`src/rtl/pll_cfg_seq.sv`:
```
// pll_cfg_seq -- boot-time AHB-Lite master that brings up the PLL.
//
// Sequence after i_start: write the divider word, enable the PLL, poll the
// lock bit (up to POLL_MAX reads), then switch the SoC clock to pll_clk.
// A bus ERROR response or a lock timeout aborts the sequence without
// touching the clock-select register, so the SoC stays on xo_clk.
//
// Ports:
//   i_clk_ahb, i_rstn_ahb   AHB clock, asynchronous active-low reset
//   i_start                 one-cycle pulse, honoured only in IDLE
//   i_div_cfg               divider word, latched on i_start
//   o_busy                  sequence in progress
//   o_done/o_err/o_timeout  sticky status, cleared by the next i_start
//   o_h*/i_h*               AHB-Lite master interface (single NONSEQ only)
//   o_dbg_state             current FSM state, for debug and checkers
//
// Handshake: a transfer's address phase is presented with o_htrans = NONSEQ
// and is accepted on the first rising edge where i_hready = 1. The data phase
// follows and ends on the next rising edge with i_hready = 1; read data and
// the response are taken on that edge. i_hresp = 1 while i_hready = 0 is the
// first cycle of an ERROR response. Only one transfer is ever outstanding and
// every transfer is followed by one IDLE cycle.
module pll_cfg_seq #(
  parameter logic [31:0] PLL_BASE = 32'h4000_0000,
  parameter logic [7:0]  DIV_OFS  = 8'h04,
  parameter logic [7:0]  CTRL_OFS = 8'h00,
  parameter logic [7:0]  STAT_OFS = 8'h08,
  parameter logic [7:0]  SEL_OFS  = 8'h0C,
  parameter int unsigned POLL_MAX = 1024
) (
  input  logic        i_clk_ahb,
  input  logic        i_rstn_ahb,
  input  logic        i_start,
  input  logic [31:0] i_div_cfg,
  output logic        o_busy,
  output logic        o_done,
  output logic        o_err,
  output logic        o_timeout,
  output logic [31:0] o_haddr,
  output logic [1:0]  o_htrans,
  output logic        o_hwrite,
  output logic [2:0]  o_hsize,
  output logic [2:0]  o_hburst,
  output logic [3:0]  o_hprot,
  output logic        o_hmastlock,
  output logic [31:0] o_hwdata,
  input  logic        i_hready,
  input  logic        i_hresp,
  input  logic [31:0] i_hrdata,
  output logic [2:0]  o_dbg_state
);

  localparam int CW = $clog2(POLL_MAX + 1);
  localparam logic [CW-1:0] POLL_LIM = CW'(POLL_MAX);

  typedef enum logic [2:0] {
    S_IDLE    = 3'd0,
    S_WR_DIV  = 3'd1,
    S_WR_EN   = 3'd2,
    S_RD_STAT = 3'd3,
    S_WR_SEL  = 3'd4,
    S_DONE    = 3'd5,
    S_ERR     = 3'd6
  } state_t;

  // Sub-phase inside each bus state: address, data, then one idle cycle.
  typedef enum logic [1:0] {
    P_ADDR = 2'd0,
    P_DATA = 2'd1,
    P_GAP  = 2'd2
  } phase_t;

  state_t        state, state_n;
  phase_t        phase, phase_n;
  logic [31:0]   div_q;
  logic [CW-1:0] poll_cnt, poll_inc;
  logic          lock_q;
  logic          err_pend;
  logic          bus_state;
  logic          start_seq, rd_done, to_err, set_timeout, set_done;
  logic [31:0]   addr_cur, wdata_cur;
  logic          is_write;
  logic          unused_hrdata;

  assign unused_hrdata = ^i_hrdata[31:1];

  assign bus_state = (state == S_WR_DIV) || (state == S_WR_EN) ||
                     (state == S_RD_STAT) || (state == S_WR_SEL);

  // Saturating increment so the counter can never wrap back to zero.
  assign poll_inc = (poll_cnt == POLL_LIM) ? poll_cnt : poll_cnt + 1'b1;

  always_ff @(posedge i_clk_ahb or negedge i_rstn_ahb) begin
    if (!i_rstn_ahb) begin
      state <= S_IDLE;
      phase <= P_ADDR;
    end else begin
      state <= state_n;
      phase <= phase_n;
    end
  end

  always_comb begin
    state_n     = state;
    phase_n     = phase;
    start_seq   = 1'b0;
    rd_done     = 1'b0;
    to_err      = 1'b0;
    set_timeout = 1'b0;
    set_done    = 1'b0;
    case (state)
      S_IDLE: begin
        if (i_start) begin
          state_n   = S_WR_DIV;
          phase_n   = P_ADDR;
          start_seq = 1'b1;
        end
      end
      S_DONE, S_ERR: begin
        state_n = S_IDLE;
        phase_n = P_ADDR;
      end
      default: begin
        case (phase)
          P_ADDR: begin
            if (i_hready) phase_n = P_DATA;
          end
          P_DATA: begin
            if (i_hready) begin
              // A response flagged in an earlier wait cycle or on the
              // completing edge itself both abort the sequence.
              if (err_pend || i_hresp) begin
                state_n = S_ERR;
                phase_n = P_ADDR;
                to_err  = 1'b1;
              end else if (state == S_RD_STAT) begin
                rd_done = 1'b1;
                if (!i_hrdata[0] && (poll_inc == POLL_LIM)) begin
                  state_n     = S_ERR;
                  phase_n     = P_ADDR;
                  to_err      = 1'b1;
                  set_timeout = 1'b1;
                end else begin
                  phase_n = P_GAP;
                end
              end else begin
                phase_n = P_GAP;
              end
            end
          end
          P_GAP: begin
            phase_n = P_ADDR;
            case (state)
              S_WR_DIV:  state_n = S_WR_EN;
              S_WR_EN:   state_n = S_RD_STAT;
              S_RD_STAT: state_n = lock_q ? S_WR_SEL : S_RD_STAT;
              S_WR_SEL: begin
                state_n  = S_DONE;
                set_done = 1'b1;
              end
              default:   state_n = S_IDLE;
            endcase
          end
          default: phase_n = P_ADDR;
        endcase
      end
    endcase
  end

  always_comb begin
    addr_cur  = 32'h0;
    wdata_cur = 32'h0;
    is_write  = 1'b0;
    case (state)
      S_WR_DIV: begin
        addr_cur  = PLL_BASE + {24'h0, DIV_OFS};
        wdata_cur = div_q;
        is_write  = 1'b1;
      end
      S_WR_EN: begin
        addr_cur  = PLL_BASE + {24'h0, CTRL_OFS};
        wdata_cur = 32'h1;
        is_write  = 1'b1;
      end
      S_RD_STAT: begin
        addr_cur  = PLL_BASE + {24'h0, STAT_OFS};
      end
      S_WR_SEL: begin
        addr_cur  = PLL_BASE + {24'h0, SEL_OFS};
        wdata_cur = 32'h0;
        is_write  = 1'b1;
      end
      default: begin
        addr_cur  = 32'h0;
      end
    endcase
  end

  always_ff @(posedge i_clk_ahb or negedge i_rstn_ahb) begin
    if (!i_rstn_ahb) begin
      div_q     <= 32'h0;
      poll_cnt  <= '0;
      lock_q    <= 1'b0;
      err_pend  <= 1'b0;
      o_done    <= 1'b0;
      o_err     <= 1'b0;
      o_timeout <= 1'b0;
      o_hwdata  <= 32'h0;
    end else begin
      if (start_seq) begin
        div_q     <= i_div_cfg;
        poll_cnt  <= '0;
        lock_q    <= 1'b0;
        err_pend  <= 1'b0;
        o_done    <= 1'b0;
        o_err     <= 1'b0;
        o_timeout <= 1'b0;
      end
      if (bus_state && (phase == P_DATA) && !i_hready && i_hresp) begin
        err_pend <= 1'b1;
      end
      if (rd_done) begin
        poll_cnt <= poll_inc;
        lock_q   <= i_hrdata[0];
      end
      if (to_err)      o_err     <= 1'b1;
      if (set_timeout) o_timeout <= 1'b1;
      if (set_done)    o_done    <= 1'b1;
      // Write data is loaded as the address phase is accepted and then held
      // for the whole data phase, however long the slave stretches it.
      if (bus_state && (phase == P_ADDR) && i_hready && is_write) begin
        o_hwdata <= wdata_cur;
      end
    end
  end

  assign o_busy      = bus_state;
  assign o_htrans    = (bus_state && (phase == P_ADDR)) ? 2'b10 : 2'b00;
  assign o_haddr     = (bus_state && (phase == P_ADDR)) ? addr_cur : 32'h0;
  assign o_hwrite    = bus_state && (phase == P_ADDR) && is_write;
  assign o_hsize     = 3'b010;
  assign o_hburst    = 3'b000;
  assign o_hprot     = 4'b0011;
  assign o_hmastlock = 1'b0;
  assign o_dbg_state = state;

endmodule

```
`config.mk`:
```
export PLATFORM = sky130hd
export DESIGN_NAME = pll_cfg_seq
export DESIGN_NICKNAME = d
export VERILOG_FILES = /design/src/rtl/pll_cfg_seq.sv
export SDC_FILE = /design/constraint.sdc
export NUM_CORES = 1
export LEC_CHECK = 0
export BUFFER_PORTS_ARGS = -buffer_cell sky130_fd_sc_hd__clkbuf_2
export CAP_MARGIN = 20
export CORE_MARGIN = 3
export CORE_UTILIZATION = 25
export DETAILED_ROUTE_END_ITERATION = 7
export HOLD_SLACK_MARGIN = 0.05
export PLACE_DENSITY_LB_ADDON = 0.2
export SYNTH_ARGS = -nofsm -noshare
export SYNTH_HDL_FRONTEND = slang
export SYNTH_SLANG_ARGS = --single-unit
export TNS_END_PERCENT = 1
```
`constraint.sdc`:
```
create_clock -name i_clk_ahb -period 5.1 [get_ports i_clk_ahb]
set_clock_uncertainty 0.2 [all_clocks]
set_input_delay 0.51 -clock i_clk_ahb [delete_from_list [all_inputs] [get_ports i_clk_ahb]]
set_output_delay 0.51 -clock i_clk_ahb [all_outputs]
set_load 0.03 [all_outputs]
```
==> metrics.txt, run 1 <==
number of core rows=47; Die Y=138 um; WS Path Type=register to register; clock insertion delay at the later pin of the skew report=0.33 ns; clock transition at the register clock pins on the worst setup and hold paths after CTS=0.06 ns; final critical delay including setup and external delays=2.95 ns; path type of the worst min-delay path=primary input to register; aggregate negative setup slack=0 ns; cells along the critical path=xor2_2, o2111a_1, and3_1, nor2_1, o21ai_0, o31ai_1; Placer Congestion=0.750; number of vias after detailed routing=3,557; netlist area before placement=0.00438 mm^2; first-pass detailed-route iteration total=5; antenna violations before repair=0; number of enable-type register cells in the synthesized netlist=0; clk buf depth=2; number of nets in the layout=658; fraction of layout cells with a size suffix above 1=19.4%; Detail Route Antenna Nets=0; die outline width=138 um; Sinks on Clock Net=85; # DRC=0; average footprint of a synthesized cell=8.45 um^2; sequential cell area fraction in the yosys report=48.6%; worst max-slew margin expressed relative to the limit=47.5%; number of max-cap violations=0; number of buffer cells added on primary ports=81; data arrival time of the critical path=2.95 ns; global-route total usage across every layer=11.2%; total power consumption of the routed design=2.72 mW; final worst-path setup slack=2.15 ns; cts bufs inserted=9; Placeable Area=0.0169 mm^2; cell type group with the largest total delay on the critical path=simple AND/OR/NAND/NOR gates; area overhead of the layout relative to synthesis=17.1%; Yosys Warn Count=0; Critical Path Max Stage Delay=0.77 ns; worst hold-check slack=0.160 ns; Crit path required time=5.10 ns; first-pass GRT wire length=17.7 mm; synthesized instance count=518; number of H-tree levels=3; number of slew-limit violations in the final report=0; unrepaired setup endpoints after global routing=false; via density per instance=4.40; final number of hold-violating endpoints=0; Worst Path Max Fanout=19; main flop type after synthesis=dfrtp_1; Max VDD drop=0.367 mV; Netlist cell types=56; initial drt markers=137; per-cell routed wire length=13.1 um; global route total overflow=0; placed cell count=791; worst path buffer plus inverter count=0; count of boundary I/O pins=154; Finish-stage setup viols=0; nature of the critical path endpoint=register; register bit total from synthesis=85; number of global-route vias before repair=3,457; pin count of the biggest net entering global routing=65; pre-CTS WS=2.17 ns; run status=finished, final reports clean; clock tree root driver cell=clkbuf_16; post-route fraction of the period consumed by the critical path=57.9%; Die Outline Area=0.0191 mm^2; Finished Layout Cells=809; maximum achievable frequency=339 MHz; initial core utilization=25.9%; reported leakage power=2.54 nW; number of antenna diodes=0; post-synthesis async set-or-reset flop share=100%; Critical Path Slowest Stage Cell=dfrtp_1; Critical Path Source Type=register; Power per Cell Area=531 mW/mm^2; TritonCTS clock tree=done; half-perimeter wire length after detailed placement=7.17 mm; slew of the pin with the lowest slew margin=0.788 ns; total wirelength of the detailed-routed design=10.6 mm; Filler Cells Inserted=1,821
stage by stage:
stage | cell area (um^2) | utilization [%]
2_1_floorplan | 4530 | -
3_5_place_dp | 4790 | 28.4
5_1_grt | 5130 | 30.4
6_report | 5130 | 30.4
3_3_place_gp | 4790 | 28.4
4_1_cts | 5110 | 30.3
placed cells by master, fill, tap and decap left out, drive strengths merged, types with 3 or more instances in the layout:
cell type / instances
nand2: 177
clkbuf: 90
dfrtp: 85
o21ai: 59
conb: 41
nor2: 18
inv: 11
nand3: 10
a21oi: 7
and3: 6
ha: 5
nor2b: 5
o211ai: 5
xor2: 5
buf: 5
clkinv: 5
and2: 4
nand4: 4
o31ai: 4
nor4: 4
nor3: 4
or2: 3
what timing repair did:
item,4_1_cts,5_1_grt
endpoints found under the setup margin,0,0
buffers inserted,0,0
gates resized for setup,0,0
hold buffers,1,0
endpoints found under the hold margin,32,0
cells in the mapped netlist (4+ instances only):
library cell	count	area share, %
ha_1	5	1.4
buf_2	4	0.46
nand2_1	177	15
a21oi_1	7	0.80
nor2_1	17	1.5
nor2b_1	5	0.71
nand3_1	10	1.1
o21ai_0	57	6.5
inv_1	11	0.94
o31ai_1	4	0.69
and2_1	4	0.57
nand4_1	4	0.57
clkbuf_1	19	1.6
o211ai_1	4	0.69
and3_1	5	0.71
xor2_1	4	0.80
buf_4	43	7.4
dfrtp_1	85	49
tightest hold or removal path: stages:
cell	delay, ns
clkbuf_2	0.07
nand2_1	0.04
nand2_1	0.04
path summary, 6_finish.rpt:
kind,from,endpoint,slack [ns],depth (start not counted)
max in group asynchronous,i_rstn_ahb,poll_cnt[0],3.14,3
setup reg to reg,o_dbg_state[2],poll_cnt[10],2.15,6
min in group asynchronous,i_rstn_ahb,o_hwdata[0],0.45,2
hold / removal,i_div_cfg[2],div_q[2],0.16,3
setup / recovery,o_dbg_state[2],poll_cnt[10],2.15,6
hold reg to reg,div_q[18],div_q[18],0.27,2
report_power, final:
group | internal, mW | switching [mW] | total (mW)
clock | 0.392 | 0.268 | 0.660
sequential | 0.868 | 0.152 | 1.02
combinational | 0.332 | 0.709 | 1.04
total | 1.59 | 1.13 | 2.72
sequential cells by signal (all words and copies together) (netlist names):
name and count:
poll_cnt 11, o_err 1, phase 2, div_q 32, o_dbg_state 3, o_hwdata 32, o_done 1, lock_q 1
err_pend 1, o_timeout 1
final cells by class:
class	instances	area, um^2	share of cell area, %
flip-flops and latches	85	2130	41.5
multi-input cells	391	1920	37.5
well taps	220	275	5.37
inverters	11	41.3	0.805
repair buffers	86	460	8.98
clock inverters	6	62.6	1.22
clock buffers	10	239	4.66
kinds of logic (layout without fill, tap and decap cells):
group / Yosys count / count (layout) / synth area share, %
simple gates: 241 / 241 / 23.6
compound gates: 94 / 94 / 12.8
flops: 85 / 85 / 48.6
buf+inv: 81 / 113 / 11.1
fa+ha+maj: 6 / 6 / 1.66
xor+xnor: 6 / 6 / 1.37
mux: 3 / 3 / 0.714
other cells: 2 / 41 / 0.171
routing by layer:
layer | share of wire (%) | global-route usage (%) | routed length [um]
met4 | 1.4 | 3.59 | 153
met1 | 46 | 14.4 | 4840
met5 | 0 | 0 | 0
met3 | 5.1 | 3.07 | 540
met2 | 48 | 18.4 | 5040
(Power assumes the default switching activity.)
==> run 2, diff against run 1 <==
==> constraint.sdc (replaced) <==
create_clock -name i_clk_ahb -period 2.6 [get_ports i_clk_ahb]
set_clock_uncertainty 0.2 [all_clocks]
set_input_delay 0.26 -clock i_clk_ahb [delete_from_list [all_inputs] [get_ports i_clk_ahb]]
set_output_delay 0.26 -clock i_clk_ahb [all_outputs]
set_load 0.03 [all_outputs]
==> metrics.txt, run 2 (synthesis results as in run 1) <==
maximum achievable frequency=402 MHz; Die Y=138 um; met1 Track Usage GR=14.8%; fraction of layout cells with a size suffix above 1=20.1%; number of core rows=47; first-pass detailed-route iteration total=4; path type of the worst min-delay path=primary input to register; number of slew-limit violations in the final report=0; half-perimeter wire length after detailed placement=7.71 mm; die outline width=138 um; total area of multi-input combinational cells=0.00192 mm^2; path depth of the worst reg2reg path=7; aggregate negative setup slack=0 ns; number of global-route vias before repair=3,642; Placer Congestion=0.777; via density per instance=4.27; met3 track demand over resource in global routing=2.94%; Critical Path Max Stage Delay=0.41 ns; Finish-stage setup viols=0; cell mode on critical path=and3_1; most common cell after layout, fill and taps aside=nand2_1; count of boundary I/O pins=154; cell type group with the largest total delay on the critical path=simple AND/OR/NAND/NOR gates; clock transition at the register clock pins on the worst setup and hold paths after CTS=0.06 ns; clk buf depth=2; clock insertion delay at the later pin of the skew report=0.34 ns; Critical Path Source Type=register; Filler Cells Inserted=1,814; data arrival time of the critical path=2.49 ns; initial core utilization=25.9%; leading registers by flop count=div_q x32, o_hwdata x32, poll_cnt x11; worst max-slew margin expressed relative to the limit=62.8%; number of max-cap violations=0; antenna violations before repair=0; slew of the pin with the lowest slew margin=0.558 ns; total wirelength of the detailed-routed design=11.2 mm; Worst path depth=7; worst hold-check slack=0.110 ns; global route total overflow=0; Power per Cell Area=1010 mW/mm^2; number of cells upsized or downsized after cts=0; first-pass GRT wire length=18.5 mm; Max VDD drop=0.998 mV; part of the total power dissipated in the clock network=26.5%; register share of total power=34.1%; nature of the critical path endpoint=register; final number of hold-violating endpoints=0; met2 capacity usage during global routing=19.6%; number of vias after detailed routing=3,657; portion of total power attributed to combinational logic=39.4%; initial drt markers=111; cells along the critical path=ha_1, and3_1, and3_1, xor2_1, a2111o_1, nor4_2, o21ai_0; run status=finished, final reports clean; TritonCTS clock tree=done; Worst Path Max Fanout=7; design internal power=3.44 mW; most frequent cells in the layout=176 x nand2_1, 85 x dfrtp_1, 80 x clkbuf_2; power spent charging and discharging nets=2.25 mW; cts bufs inserted=9; switching power share of the total=39.5%; area of all sequential standard cells=0.00213 mm^2; number of instances on the worst hold path=4; # DRC=0; global-route total usage across every layer=11.8%; Sinks on Clock Net=85; number of buffer cells added on primary ports=81; Crit path required time=2.61 ns; Critical Path Slowest Stage Cell=dfrtp_1; number of nets in the layout=707; worst path buffer plus inverter count=0; Die Outline Area=0.0191 mm^2; unrepaired setup endpoints after global routing=true; clock tree root driver cell=clkbuf_16; per-cell routed wire length=13.1 um; pin count of the biggest net entering global routing=47; post-route fraction of the period consumed by the critical path=95.7%; reported leakage power=2.77 nW; Detail Route Antenna Nets=0; area overhead of the layout relative to synthesis=28.7%; number of antenna diodes=0; most heavily used metal layer in global routing=met2; final critical delay including setup and external delays=2.49 ns; Placeable Area=0.0169 mm^2; number of H-tree levels=3; WS Path Type=register to register
-- run 2: changes by cell type in the layout (fill, tap and decap cells not counted), sizes merged --
cell         delta
clkbuf          +1
clkinv          -4
dlygate4sd3    +34
buf            +15
bufinv          +2
-- run 2: per-stage QoR --
step	power [mW]	area [um^2]	setup slack, ns	util, %	instances
detailed placement	4.20	4920	0.122	29.2	805
global route	6.09	5640	-0.0290	33.4	857
global placement	4.16	4920	0.146	29.2	805
finish	5.68	5640	0.112	33.4	857
CTS	5.77	5620	0.105	33.3	855
floorplan	3.54	4530	0.203	-	557
-- run 2: what timing repair did --
item                                    CTS  global route
hold buffers                             35             0
setup buffers                             0             2
hold endpoints to repair                 73             0
endpoints found under the setup margin    0             3
-- run 2: cell type report --
cell class	count	area share [%]
timing repair buffer	135	16.4
multi-input combinational	391	34.1
clock buffer	11	4.48
inverter	11	0.732
sequential	85	37.7
tap	220	4.88
clock inverter	4	1.69
-- run 2: tightest hold or removal path: stages --
cell	delay (ns)
clkbuf_2	0.09
nand2_1	0.10
a21oi_1	0.07
nor2_1	0.08
-- run 2: power by group through the flow --
stage / logic (mW) / registers [mW] / clock network (mW)
after floorplan: 1.41 / 2.13 / 0
after CTS: 2.28 / 1.94 / 1.55
final: 2.24 / 1.94 / 1.50
after global placement: 2.21 / 1.96 / 0
after global routing: 2.49 / 2.00 / 1.60
after detailed placement: 2.23 / 1.97 / 0
-- run 2: path summary, 6_finish.rpt --
| kind | start | endpoint | slack [ns] |
|---|---|---|---|
| worst min register to register | div_q[29] | div_q[29] | 0.27 |
| min in group asynchronous | i_rstn_ahb | lock_q | 0.25 |
| worst max-delay path | poll_cnt[0] | o_dbg_state[0] | 0.11 |
| worst min-delay path | i_start | o_done | 0.11 |
| worst max register to register | poll_cnt[0] | o_dbg_state[0] | 0.11 |
| max in group asynchronous | i_rstn_ahb | o_hwdata[7] | 1.29 |
-- run 2: per-layer routing --
| metal | part of all wire, % | vias to the layer above |
|---|---|---|
| met5 | 0 | - |
| met4 | 2.0 | 0 |
| met3 | 4.4 | 10 |
| met2 | 48 | 89 |
| met1 | 45 | 1704 |
| li1 | - | 1854 |
